### src/rtl/input_sync_debounce_pkg.sv
// Shared defaults and helpers for the input synchroniser / debouncer.
// Imported by the interface, the sync chain and the top module.
package input_sync_pkg;

   localparam int DEF_CHANNELS        = 4;
   localparam int DEF_SYNC_DEPTH      = 2;
   localparam int DEF_DEBOUNCE_CYCLES = 16;

   // Counter must hold DEBOUNCE_CYCLES-1; never narrower than one bit.
   function automatic int cnt_width(input int cycles);
      int w;
      w = $clog2(cycles);
      return (w < 1) ? 1 : w;
   endfunction

endpackage

### src/rtl/input_sync_debounce_if.sv
// Board-input bundle: raw asynchronous inputs in, clean level and edge pulses out.
// The slave modport is the synchroniser side, the master modport the consumer side.
interface input_sync_debounce_if
   import input_sync_pkg::*;
#(
   parameter int CHANNELS = DEF_CHANNELS
);

   logic [CHANNELS-1:0] data_async_in;
   logic [CHANNELS-1:0] level_out;
   logic [CHANNELS-1:0] rise_out;
   logic [CHANNELS-1:0] fall_out;
   logic                changed_out;

   modport master (
      output data_async_in,
      input  level_out,
      input  rise_out,
      input  fall_out,
      input  changed_out
   );

   modport slave (
      input  data_async_in,
      output level_out,
      output rise_out,
      output fall_out,
      output changed_out
   );

endinterface

### src/rtl/input_sync_debounce_sync_chain.sv
// Single-channel flop-chain synchroniser; the chain resets to RESET_VAL so the
// channel starts from a known level that matches the debounced output.
module sync_chain
   import input_sync_pkg::*;
#(
   parameter int   DEPTH     = DEF_SYNC_DEPTH,
   parameter logic RESET_VAL = 1'b0
) (
   input  logic clk_in,
   input  logic rst_n_in,
   input  logic data_in,
   output logic sync_out
);

   logic [DEPTH-1:0] stage;

   always_ff @(posedge clk_in or negedge rst_n_in) begin
      if (!rst_n_in) begin
         stage <= {DEPTH{RESET_VAL}};
      end else begin
         stage <= {stage[DEPTH-2:0], data_in};
      end
   end

   assign sync_out = stage[DEPTH-1];

endmodule

### src/rtl/input_sync_debounce.sv
// Multi-channel synchroniser with optional per-channel debounce and edge pulses.
// Debounce counters exist only when INPUT_SYNC_DEBOUNCE_EN is defined.
module input_sync_debounce
   import input_sync_pkg::*;
#(
   parameter int                  CHANNELS        = DEF_CHANNELS,
   parameter int                  SYNC_DEPTH      = DEF_SYNC_DEPTH,
   parameter int                  DEBOUNCE_CYCLES = DEF_DEBOUNCE_CYCLES,
   parameter logic [CHANNELS-1:0] RESET_LEVEL     = '0
) (
   input  logic                  clk_in,
   input  logic                  rst_n_in,
   input_sync_debounce_if.slave  io
);

   logic [CHANNELS-1:0] sync;
   logic [CHANNELS-1:0] lvl_d;
   logic [CHANNELS-1:0] lvl_q;
   logic [CHANNELS-1:0] rise_q;
   logic [CHANNELS-1:0] fall_q;
   logic                changed_q;

   for (genvar i = 0; i < CHANNELS; i++) begin : g_ch

      sync_chain #(
         .DEPTH     (SYNC_DEPTH),
         .RESET_VAL (RESET_LEVEL[i])
      ) u_sync (
         .clk_in   (clk_in),
         .rst_n_in (rst_n_in),
         .data_in  (io.data_async_in[i]),
         .sync_out (sync[i])
      );

`ifdef INPUT_SYNC_DEBOUNCE_EN
      if (DEBOUNCE_CYCLES > 1) begin : g_cnt
         localparam int               CNT_W    = cnt_width(DEBOUNCE_CYCLES);
         localparam logic [CNT_W-1:0] CNT_LOAD = CNT_W'(DEBOUNCE_CYCLES - 1);

         // Down-counter of remaining stable cycles; terminal count at zero.
         logic [CNT_W-1:0] remain_q;
         logic             differ;
         logic             expired;

         assign differ   = sync[i] != lvl_q[i];
         assign expired  = differ && (remain_q == '0);
         assign lvl_d[i] = expired ? sync[i] : lvl_q[i];

         always_ff @(posedge clk_in or negedge rst_n_in) begin
            if (!rst_n_in) begin
               remain_q <= CNT_LOAD;
            end else if (!differ || expired) begin
               remain_q <= CNT_LOAD;
            end else begin
               remain_q <= remain_q - CNT_W'(1);
            end
         end
      end else begin : g_nocnt
         assign lvl_d[i] = sync[i];
      end
`else
      assign lvl_d[i] = sync[i];
`endif

   end

   // Pulses come from the same next-level value that updates lvl_q, so they
   // line up with the level flip; reset release itself never makes a pulse.
   always_ff @(posedge clk_in or negedge rst_n_in) begin
      if (!rst_n_in) begin
         lvl_q     <= RESET_LEVEL;
         rise_q    <= '0;
         fall_q    <= '0;
         changed_q <= 1'b0;
      end else begin
         lvl_q     <= lvl_d;
         rise_q    <= lvl_d & ~lvl_q;
         fall_q    <= ~lvl_d & lvl_q;
         changed_q <= |(lvl_d ^ lvl_q);
      end
   end

   assign io.level_out   = lvl_q;
   assign io.rise_out    = rise_q;
   assign io.fall_out    = fall_q;
   assign io.changed_out = changed_q;

endmodule

### src/flat_wrapper.sv
// flat-port wrapper written by rule: the top's interface ports become plain ports
module input_sync_debounce_flat import input_sync_pkg::*;
#(
   parameter int                  CHANNELS        = DEF_CHANNELS,
   parameter int                  SYNC_DEPTH      = DEF_SYNC_DEPTH,
   parameter int                  DEBOUNCE_CYCLES = DEF_DEBOUNCE_CYCLES,
   parameter logic [CHANNELS-1:0] RESET_LEVEL     = '0
)
  (clk_in, rst_n_in, io_data_async_in, io_level_out, io_rise_out, io_fall_out, io_changed_out);
  input_sync_debounce_if #(.CHANNELS(CHANNELS)) io_i ();
  input  logic clk_in;
  input  logic rst_n_in;
  input wire logic [$bits(io_i.data_async_in)-1:0] io_data_async_in;
  output wire logic [$bits(io_i.level_out)-1:0] io_level_out;
  output wire logic [$bits(io_i.rise_out)-1:0] io_rise_out;
  output wire logic [$bits(io_i.fall_out)-1:0] io_fall_out;
  output wire logic [$bits(io_i.changed_out)-1:0] io_changed_out;
  assign io_i.data_async_in = io_data_async_in;
  assign io_level_out = io_i.level_out;
  assign io_rise_out = io_i.rise_out;
  assign io_fall_out = io_i.fall_out;
  assign io_changed_out = io_i.changed_out;
  input_sync_debounce #(.CHANNELS(CHANNELS), .SYNC_DEPTH(SYNC_DEPTH), .DEBOUNCE_CYCLES(DEBOUNCE_CYCLES), .RESET_LEVEL(RESET_LEVEL)) u_core (.clk_in(clk_in), .rst_n_in(rst_n_in), .io(io_i));
endmodule
### config.mk
export PLATFORM = sky130hd
export DESIGN_NAME = input_sync_debounce_flat
export DESIGN_NICKNAME = d
export VERILOG_FILES = /design/src/rtl/input_sync_debounce_pkg.sv /design/src/rtl/input_sync_debounce_if.sv /design/src/rtl/input_sync_debounce_sync_chain.sv /design/src/rtl/input_sync_debounce.sv /design/src/flat_wrapper.sv
export SDC_FILE = /design/constraint.sdc
export NUM_CORES = 1
export LEC_CHECK = 0
export ABC_CLOCK_PERIOD_IN_PS = 1050
export BUFFER_PORTS_ARGS = -buffer_cell sky130_fd_sc_hd__buf_2
export CORE_MARGIN = 8
export CORE_UTILIZATION = 47
export CTS_CLUSTER_SIZE = 16
export DETAILED_ROUTE_END_ITERATION = 7
export PLACE_DENSITY = 0.72
export SLEW_MARGIN = 0
export SYNTH_ARGS = -nofsm -noshare
export SYNTH_HDL_FRONTEND = slang
export SYNTH_SLANG_ARGS = --single-unit
export TNS_END_PERCENT = 20
### constraint.sdc
create_clock -name clk_in -period 1.05 [get_ports clk_in]
set_input_delay 0.315 -clock clk_in [delete_from_list [all_inputs] [get_ports clk_in]]
set_output_delay 0.315 -clock clk_in [all_outputs]
set_load 0.05 [all_outputs]
* Yosys cells after proc, flatten, opt, wreduce, memory -nomap -nowiden
Cells that the tools add are included.
** Storage, ports and cells
- Register bits :: 21
- Bits of input ports :: 6
- Output and inout bits :: 13
- Logic and storage cells :: 14
** Cells by class
- Bitwise gates (word level) :: 5
- Reduce and logical (&&, ||, !) cells :: 1
** Operators with widths (number)
- $and 4x4->4 :: 2
- $not 4->4 :: 2
- $reduce_or 4->1 :: 1
- $xor 4x4->4 :: 1

* Logic depth before layout (Yosys ltp)
Gate-level depths: netlist of run 1.
- Word-level depth :: 2
- Mapped depth :: 3
- Mapped depth without buffers :: 3

* Cells and area by module
From an unflattened synthesis of run 1, not the netlist that was laid out.
** Unflattened totals
- Cell total of the unflattened synthesis :: 38
- Area, all modules :: 661.9 um^2
** By module, submodules not included
- input_sync_debounce :: times used 1, cells an instance 30, area an instance 461.7 um^2, seq. area each 325.3 um^2
- sync_chain :: times used 4, cells an instance 2, area an instance 50.0 um^2, seq. area each 50.0 um^2

* Worst setup path after synthesis of run 1
OpenSTA, ideal clock, no wires.
- Path type :: reg-to-reg
- From :: register u_core.lvl_q[2] (netlist: u_core.io.level_out[2])
- To :: register u_core.changed_q (netlist: u_core.io.changed_out)
- Setup time :: 130 ps
- Arrival time :: 1067 ps
- Data required time :: 920 ps
- Path slack :: -146 ps
- Cell stages (with the launch flop) :: 4
- Path buffers :: 0
- Period minus slack after synthesis :: 1196 ps
- Cells stage by stage :: dfrtp_1 inv_1 ha_1 nand4_1
** On the way
- Word-level cells in the longest chain between the ends :: 2
** Ends and longest elaborated chain
- from (decl) :: line input_sync_debounce.sv:18 : logic [CHANNELS-1:0] lvl_q;
- from (signal assigned) :: line input_sync_debounce.sv:76 : lvl_q <= lvl_d;
- $xor 4x4->4 :: line input_sync_debounce.sv:79 : changed_q <= |(lvl_d ^ lvl_q);
- $reduce_or 4->1 :: line input_sync_debounce.sv:79
- to (signal assigned) :: line input_sync_debounce.sv:79
- to (decl) :: line input_sync_debounce.sv:21 : logic changed_q;
No other way between the ends.

* Worst setup path after layout of run 1
- From :: register u_core.lvl_q[0] (netlist: u_core.io.level_out[0])
- To :: output port io_level_out[0]
** RTL lines
- to (decl) :: line flat_wrapper.sv:14 : output wire logic [$bits(io_i.level_out)-1:0] io_level_out;
No word-level cell between the ends.

==> impl_metrics.ini, run 1 <==
[clocking]
clockBufferDepth = 2
cts_inserted_buffers = 3
clk_pin_slew_ns = 0.10
numClockSinks = 21
cts_tree = yes
htree_num_levels = 1
root_buffer = clkbuf_4
clock_latency_ns = 0.29

[sta]
rsz0062_at_grt = yes
skew_ns = 0.003031
relSlewSlack = 0.6989
worstMarginPinSlew_ns = 0.4517
max_freq_mhz = 842.3
hold_viol = 0
min_period_ns = 1.187
setup_viol = 13
final.period_utilization = 1.131
slew_viol_final = 0
holdWs_ns = 0.1174
layout_setup_ws_ns = -0.1372
setup_tns_ns = -1.389

[layout]
fillCellCount = 93
final_common_cell = dfrtp_1
layout_common_cells = dfrtp_1 (17), buf_6 (13), ha_1 (8)
fin_area_um2 = 923.4
area_growth_syn_to_layout_pct = 39.51
fin_cells = 80
diodes = 0
nets = 80
drive_above_1_share = 0.4769
fin_util = 0.7096

[synthesis]
synthesis.area_um2 = 661.9
synth_seq_area_share = 0.7940
syn-num-nets = 52
synthCells = 38
synth_compound_area_frac = 0
synth_xor_area_frac = 0
yosysUniqueCellTypes = 4
synth-seq-cells = 21
yosys_warnings = 0
synth_mux_area_frac = 0
synth_top_family_by_area = adder cells
postSynthAreaPerCell_um2 = 17.42
synth_fa_ha_area_frac = 0.1512
synth-simple-area-share = 0.009452

[place]
dp_cells = 71
pre_cts_ws_ns = 0.1056
gp_congestion = 0.6201
place_area_um2 = 775.7
numPortBuffers = 18

[worst_setup_path]
setup.worst_path.end = io_level_out[0]
rr_worst_depth = 4
critical_path_buf_inv_count = 1
path_depth = 1
crit_chain = buf_6
r2r-end = u_core.io.changed_out
arrival_ns = 0.87
cp_top_family = flip-flops
critPathSlowestCell = dfrtp_2
cpPeakStageDelay_ns = 0.43
r2r-start = u_core.io.level_out[0]
cp-start-kind = flop
path_max_fanout = 2
critPathCaptureType = primary output
required_ns = 0.73
r2r_slack_ns = 0.04
cp-startpoint = u_core.io.level_out[0]
critPathKind = reg2out

[route]
viasPerCell = 4.700
met3_length_um = 144
remaining_drc_errors = 0
routed-wl-met2_um = 450
wl_met1_um = 397
route.detailed.wl_per_inst_um = 12.66
wl_um = 1013
dr.max_layer_used = met4
via_count = 376
drt_pass1_iterations = 2
ant_nets = 0
drt-initial-drc-count = 1

[floorplan]
dieHeight_um = 53.53
initial_core_util = 0.5087
core_area_mm2 = 0.001301
die_w_um = 53.53
ios = 19
dieArea_mm2 = 0.002865
num_rows = 13

[worst_hold_path]
hp-class = in2reg

[power]
power.density_mw_per_mm2 = 1573
fin_total_pwr_mw = 1.452
p_leak_nw = 0.4886
ir_worst_vdd_mv = 1.244

[grt]
antenna_found_initial = 0
grt_pass1_wl_um = 1690
grt_pass1_vias = 388
grt_use_total = 0.08490
overflow = 0
grt_max_degree = 22

[run_status]
violations = setup timing
outcome = complete, but fails checks

[job]
drv_cap = 0
==> metal layers <==
metal  vias up  global-route usage
li1        170                   -
met2        19              0.1191
met1       184             0.09428
met3         3             0.04762
met4         0             0.06303
met5         -                   0
==> cells by family (layout without fill, tap and decap cells) <==
kind of cell | Yosys count | in the layout
adder cells (fa/ha/maj) | 8 | 8
buffers and inverters | 8 | 35
flip-flops | 21 | 21
AND/OR/NAND/NOR | 1 | 1
==> registers in the layout, indices dropped and copies added, names as in the netlist <==
name / cells
u_core.io.changed_out: 1
u_core.io.level_out: 4
u_core.io.rise_out: 4
u_core.io.fall_out: 4
u_core.g_ch.u_sync.stage: 8
==> area by class of cell <==
type                       count  area [um2]  area share
sequential                    21       530.5      0.5745
timing repair buffer          23       211.5      0.2290
multi-input combinational      9       106.4      0.1152
inverter                       8       30.03     0.03252
clock buffer                   4       26.28     0.02846
tap                           15       18.77     0.02033
==> worst min-delay path by stage <==
stage | start | endpoint | slack (ns) | cells past startpoint
2_1_floorplan | rst_n_in | u_core.g_ch[0].u_sync.stage[0] | 0.02 | 0
3_3_place_gp | rst_n_in | u_core.io.fall_out[0] | 0.28 | 1
3_5_place_dp | rst_n_in | u_core.io.fall_out[0] | 0.28 | 1
4_1_cts | io_data_async_in[1] | u_core.g_ch[1].u_sync.stage[0] | 0.11 | 1
5_1_grt | io_data_async_in[0] | u_core.g_ch[0].u_sync.stage[0] | 0.1 | 1
6_report | io_data_async_in[1] | u_core.g_ch[1].u_sync.stage[0] | 0.12 | 1
==> cell usage after synthesis <==
library cell | count | area share
ha_1 | 8 | 0.15
nand4_1 | 1 | 0.0095
inv_1 | 8 | 0.045
dfrtp_1 | 21 | 0.79
==> power by group <==
part	internal, mW	switching [mW]
sequential	0.850	0.0216
clock	0.148	0.214
combinational	0.0788	0.140
==> what timing repair did <==
| item | 4_1_cts | 5_1_grt |
|---|---|---|
| hold endpoints to repair | 21 | 0 |
| gates resized for setup | 26 | 0 |
| hold buffers | 1 | 0 |
| setup endpoints to repair | 13 | 14 |
| cloned | 0 | 0 |
| setup buffers | 4 | 0 |
(Power assumes the default switching activity.)
==> run 2: changes to the inputs <==
CAP_MARGIN = 20   (was default)
REMOVE_ABC_BUFFERS = 1   (was default)
==> run 2 against run 1 <==
  * The run still ends with setup timing left
  * Non-clock buffer count grew 3
  * Power increased by 0.36%
  * Critical path type unchanged
  * Die area unchanged
  * Utilization increased by 2.3 points
  * First-iteration DRC count rose to 3.0 times the previous value
  * Maximum frequency rose by 1.5%
  * Design area rose by 3.3%
  * Worst setup slack better by 0.017 ns
  * Largest power group unchanged
  * Flip-flop and latch count stayed put
==> impl_metrics.ini, run 2 (same netlist as run 1, synthesis figures left out) <==
[worst_setup_path]
arrival_ns = 0.86
critPathSlowestCell = dfrtp_1
cp-start-kind = flop
cp_top_family = flip-flops
critical_path_buf_inv_count = 1
cpPeakStageDelay_ns = 0.41
path_max_fanout = 2
required_ns = 0.73
critPathKind = reg2out
critPathCaptureType = primary output
r2r-start = u_core.io.level_out[2]
cp-startpoint = u_core.io.level_out[0]
crit_chain = buf_6

[sta]
min_period_ns = 1.170
layout_setup_ws_ns = -0.1202
rsz0062_at_grt = yes
slew_viol_final = 0
relSlewSlack = 0.7178
max_freq_mhz = 854.5
hold_viol = 0
skew_ns = 0.003010
setup_tns_ns = -1.290
final.period_utilization = 1.114
worstMarginPinSlew_ns = 0.4233
setup_viol = 14

[place]
numPortBuffers = 18
dp_cells = 71
dp_hpwl_um = 733.6
gp_congestion = 0.6818

[floorplan]
core_area_mm2 = 0.001301
dieHeight_um = 53.53
ios = 19
num_rows = 13
die_w_um = 53.53
dieArea_mm2 = 0.002865
initial_core_util = 0.5087

[layout]
layout_common_cells = dfrtp_1 (21), buf_6 (13), inv_1 (7), ha_1 (7), buf_4 (7)
nets = 83
largest_register_ffs = 8
area_growth_syn_to_layout_pct = 44.05
fin_cells = 83
fillCellCount = 81
drive_above_1_share = 0.4412
top_register = u_core.g_ch.u_sync.stage
diodes = 0
final_common_cell = dfrtp_1
fin_util = 0.7327

[power]
ir_worst_vdd_mv = 1.174
internal_power_mw = 1.085
combPwrFrac = 0.157
p_leak_nw = 0.5081
power.density_mw_per_mm2 = 1529
fin_total_pwr_mw = 1.457
swShare = 0.2557
switchingPower_mw = 0.3726
pwr-share-clk = 0.244
power_frac_seq = 0.599

[route]
remaining_drc_errors = 0
ant_nets = 0
drt_pass1_iterations = 2
wl_um = 1024
via_count = 352
drt-initial-drc-count = 3
route.detailed.wl_per_inst_um = 12.34
viasPerCell = 4.241

[run_status]
outcome = complete, but fails checks
violations = setup timing

[clocking]
cts_tree = yes
cts_inserted_buffers = 3
numClockSinks = 21
clockBufferDepth = 2
clock_latency_ns = 0.29
root_buffer = clkbuf_4
htree_num_levels = 1
clk_pin_slew_ns = 0.10

[grt]
grt_max_degree = 22
grt_pass1_wl_um = 1573
overflow = 0
grt_use_total = 0.07618
grt_pass1_vias = 382
antenna_found_initial = 0

[job]
drv_cap = 0

[worst_hold_path]
hp-class = in2reg
hold_start = io_data_async_in[1]
-- run 2: cell types whose count changed in the layout (fill, tap and decap cells not counted), sizes merged --
| cell | before | now |
|---|---|---|
| buf | 22 | 25 |
-- run 2: worst reg2reg max path: cells and delay by family (launching register included) --
family	cells	cell delay (ns)
fa+ha+maj	1	0.27
simple gates	1	0.09
flops	1	0.37
buf+inv	3	0.25
-- run 2: worst paths after layout --
path,to,slack (ns),depth (start not counted)
setup reg to reg,u_core.io.changed_out,-0.03,5
max in group asynchronous,u_core.io.fall_out[2],0.25,2
hold reg to reg,u_core.g_ch[2].u_sync.stage[1],0.36,0
min in group asynchronous,u_core.io.fall_out[0],0.50,2
setup / recovery,io_level_out[0],-0.12,1
hold / removal,u_core.g_ch[1].u_sync.stage[0],0.12,1
-- run 2: layer usage --
| layer | GRT usage | share of wire | vias to the layer above |
|---|---|---|---|
| met5 | 0 | 0 | - |
| met4 | 0.05042 | 0 | 0 |
| met3 | 0.03081 | 0.093 | 0 |
| met2 | 0.1250 | 0.47 | 15 |
| met1 | 0.07860 | 0.44 | 163 |
| li1 | - | - | 174 |
-- run 2: cell type report --
class | instances | area [um2] | share of cell area
Clock buffer | 4 | 26.28 | 0.02756
Inverter | 8 | 30.03 | 0.03150
Multi-Input combinational cell | 9 | 118.9 | 0.1247
Sequential cell | 21 | 525.5 | 0.5512
Tap cell | 15 | 18.77 | 0.01969
Timing Repair Buffer | 26 | 234.0 | 0.2454
-- run 2: per-stage QoR --
| stage | area (um2) | hold slack (ns) | worst slack (ns) |
|---|---|---|---|
| finish | 953.4 | 0.1225 | -0.1202 |
| detailed placement | 770.7 | 0.2808 | 0.1082 |
| global route | 953.4 | 0.09273 | -0.1620 |
| floorplan | 661.9 | 0.01941 | -0.1464 |
| CTS | 918.4 | 0.1143 | -0.1248 |
| global placement | 770.7 | 0.2777 | 0.1180 |
-- run 2: repair_timing --
item | in CTS | in global routing
hold endpoints to repair | 21 | 0
endpoints found under the setup margin | 13 | 14
setup buffers | 4 | 3
resized for setup | 26 | 2
hold buffers | 1 | 0
pin swaps | 0 | 2
-- run 2: power groups by stage --
stage / Clock [mW] / Combinational (mW) / Sequential, mW
after floorplan: 0 / 0.0185 / 0.974
after global placement: 0 / 0.169 / 0.880
after detailed placement: 0 / 0.171 / 0.884
after CTS: 0.371 / 0.219 / 0.872
after global routing: 0.412 / 0.243 / 0.877
final: 0.356 / 0.229 / 0.872
==> run 3: changes to the inputs <==
CORE_MARGIN = default   (was 8)
==> run 3 against run 2 <==
  * The flow still finishes with violations (setup timing)
  * Clock power up 5%
  * Critical path depth unchanged
  * Utilization down 2.1 points
  * Count of clock-buffer cells in the layout unchanged
  * Sequential power about the same
  * First-iteration DRC count unchanged
  * Worst setup slack worse by 0.016 ns
  * Maximum frequency down 1.3%
  * Final cell count down 2.4%
  * Die area down 45%
  * Combinational power down 4%
  * Critical endpoint unchanged
  * Largest cell class unchanged
==> impl_metrics.ini, run 3 (same netlist as run 1, synthesis figures left out) <==
[floorplan]
initial_core_util = 0.5087
core_area_mm2 = 0.001301
die_w_um = 39.53
ios = 19
num_rows = 13
dieArea_mm2 = 0.001562
dieHeight_um = 39.53

[grt]
antenna_found_initial = 0
grt_use_total = 0.1597
grt_max_degree = 22
overflow = 0
grt_pass1_vias = 340
grt_pass1_wl_um = 1449

[worst_hold_path]
hp-class = in2reg
hold_start = io_data_async_in[0]
hold_end = u_core.g_ch[0].u_sync.stage[0]
hold_depth = 1

[run_status]
outcome = complete, but fails checks
violations = setup timing

[worst_setup_path]
required_ns = 0.73
arrival_ns = 0.87
r2r-end = u_core.io.changed_out
critPathCaptureType = primary output
rr_worst_depth = 5
cp-start-kind = flop
critPathSlowestCell = dfrtp_1
critical_path_buf_inv_count = 1
r2r-start = u_core.io.level_out[1]
crit_chain = buf_6
path_max_fanout = 2
critPathKind = reg2out
r2r_slack_ns = -0.06
cpPeakStageDelay_ns = 0.41
cp_top_family = flip-flops

[clocking]
htree_num_levels = 1
cts_tree = yes
clock_latency_ns = 0.30
clk_pin_slew_ns = 0.11
numClockSinks = 21
root_buffer = clkbuf_4
cts_inserted_buffers = 3
clockBufferDepth = 2

[place]
numPortBuffers = 18
dp_hpwl_um = 640
place_area_um2 = 770.7
gp_congestion = 0.6309

[power]
fin_total_pwr_mw = 1.466
switchingPower_mw = 0.3874
power_frac_seq = 0.595
pwr-share-clk = 0.255
p_leak_nw = 0.4996
internal_power_mw = 1.078
swShare = 0.2643
ir_worst_vdd_mv = 1.210
combPwrFrac = 0.150
power.density_mw_per_mm2 = 1583

[layout]
drive_above_1_share = 0.3939
layout_common_cells = dfrtp_1 (21), buf_6 (13), inv_1 (8), ha_1 (8)
multi_input_area_um2 = 106.4
fillCellCount = 86
fin_area_um2 = 925.9
area_growth_syn_to_layout_pct = 39.89
nets = 81
final_common_cell = dfrtp_1
diodes = 0
top_register = u_core.g_ch.u_sync.stage
register_area_um2 = 525.5
largest_register_ffs = 8

[sta]
hold_viol = 0
max_freq_mhz = 843.2
setup_tns_ns = -1.502
worstMarginPinSlew_ns = 0.4412
relSlewSlack = 0.7058
setup_viol = 14
layout_setup_ws_ns = -0.1359
skew_ns = 0.01234
rsz0062_at_grt = yes
final.period_utilization = 1.129
slew_viol_final = 0
min_period_ns = 1.186

[route]
viasPerCell = 4.358
wl_um = 970
route.detailed.wl_per_inst_um = 11.98
ant_nets = 0
drt_pass1_iterations = 2
via_count = 353
drt-initial-drc-count = 3
remaining_drc_errors = 0

[job]
drv_cap = 0
## run 3: how the worst max path moves through the flow
stage                                 startpoint                    end  slack, ns  depth (start not counted)
after floorplan           u_core.io.level_out[2]  u_core.io.changed_out      -0.15                          3
after global placement    u_core.io.level_out[0]        io_level_out[0]       0.12                          1
after detailed placement  u_core.io.level_out[1]        io_level_out[1]       0.09                          1
after CTS                 u_core.io.level_out[1]        io_level_out[1]      -0.15                          1
after global routing      u_core.io.level_out[1]        io_level_out[1]      -0.16                          1
final                     u_core.io.level_out[0]        io_level_out[0]      -0.14                          1
## run 3: layer usage
layer | up-vias | track usage | share of wire
li1 | 170 | - | -
met1 | 163 | 0.1705 | 0.44
met2 | 16 | 0.2541 | 0.48
met3 | 4 | 0.05114 | 0.042
met4 | 0 | 0.1293 | 0.035
met5 | - | 0 | 0
## run 3: cell type report
type                            count  area share
Sequential cell                    21      0.5676
Timing Repair Buffer               24      0.2365
Multi-Input combinational cell      9      0.1149
Inverter                            8     0.03243
Clock buffer                        4     0.02838
Tap cell                           15     0.02027
## run 3: repair_timing
item	CTS	global route
hold buffers	1	0
setup endpoints to repair	13	14
setup buffers	4	1
cloned	0	0
hold endpoints to repair	21	0
gates resized for setup	26	0
## run 3: stage by stage
stage / hold WS, ns / instances / setup WS, ns / util
2_1_floorplan: 0.01941 / 38 / -0.1464 / -
3_3_place_gp: 0.2759 / 71 / 0.1227 / 0.5923
3_5_place_dp: 0.2842 / 71 / 0.09122 / 0.5923
4_1_cts: 0.1124 / 80 / -0.1452 / 0.7058
5_1_grt: 0.09422 / 81 / -0.1616 / 0.7115
6_report: 0.1075 / 81 / -0.1359 / 0.7115
## run 3: power groups by stage
| stage | Clock [mW] | Combinational (mW) | Sequential [mW] |
|---|---|---|---|
| final | 0.374 | 0.220 | 0.872 |
| after CTS | 0.377 | 0.219 | 0.872 |
| after detailed placement | 0 | 0.171 | 0.885 |
| after global placement | 0 | 0.166 | 0.880 |
| after global routing | 0.411 | 0.236 | 0.877 |
| after floorplan | 0 | 0.0185 | 0.974 |
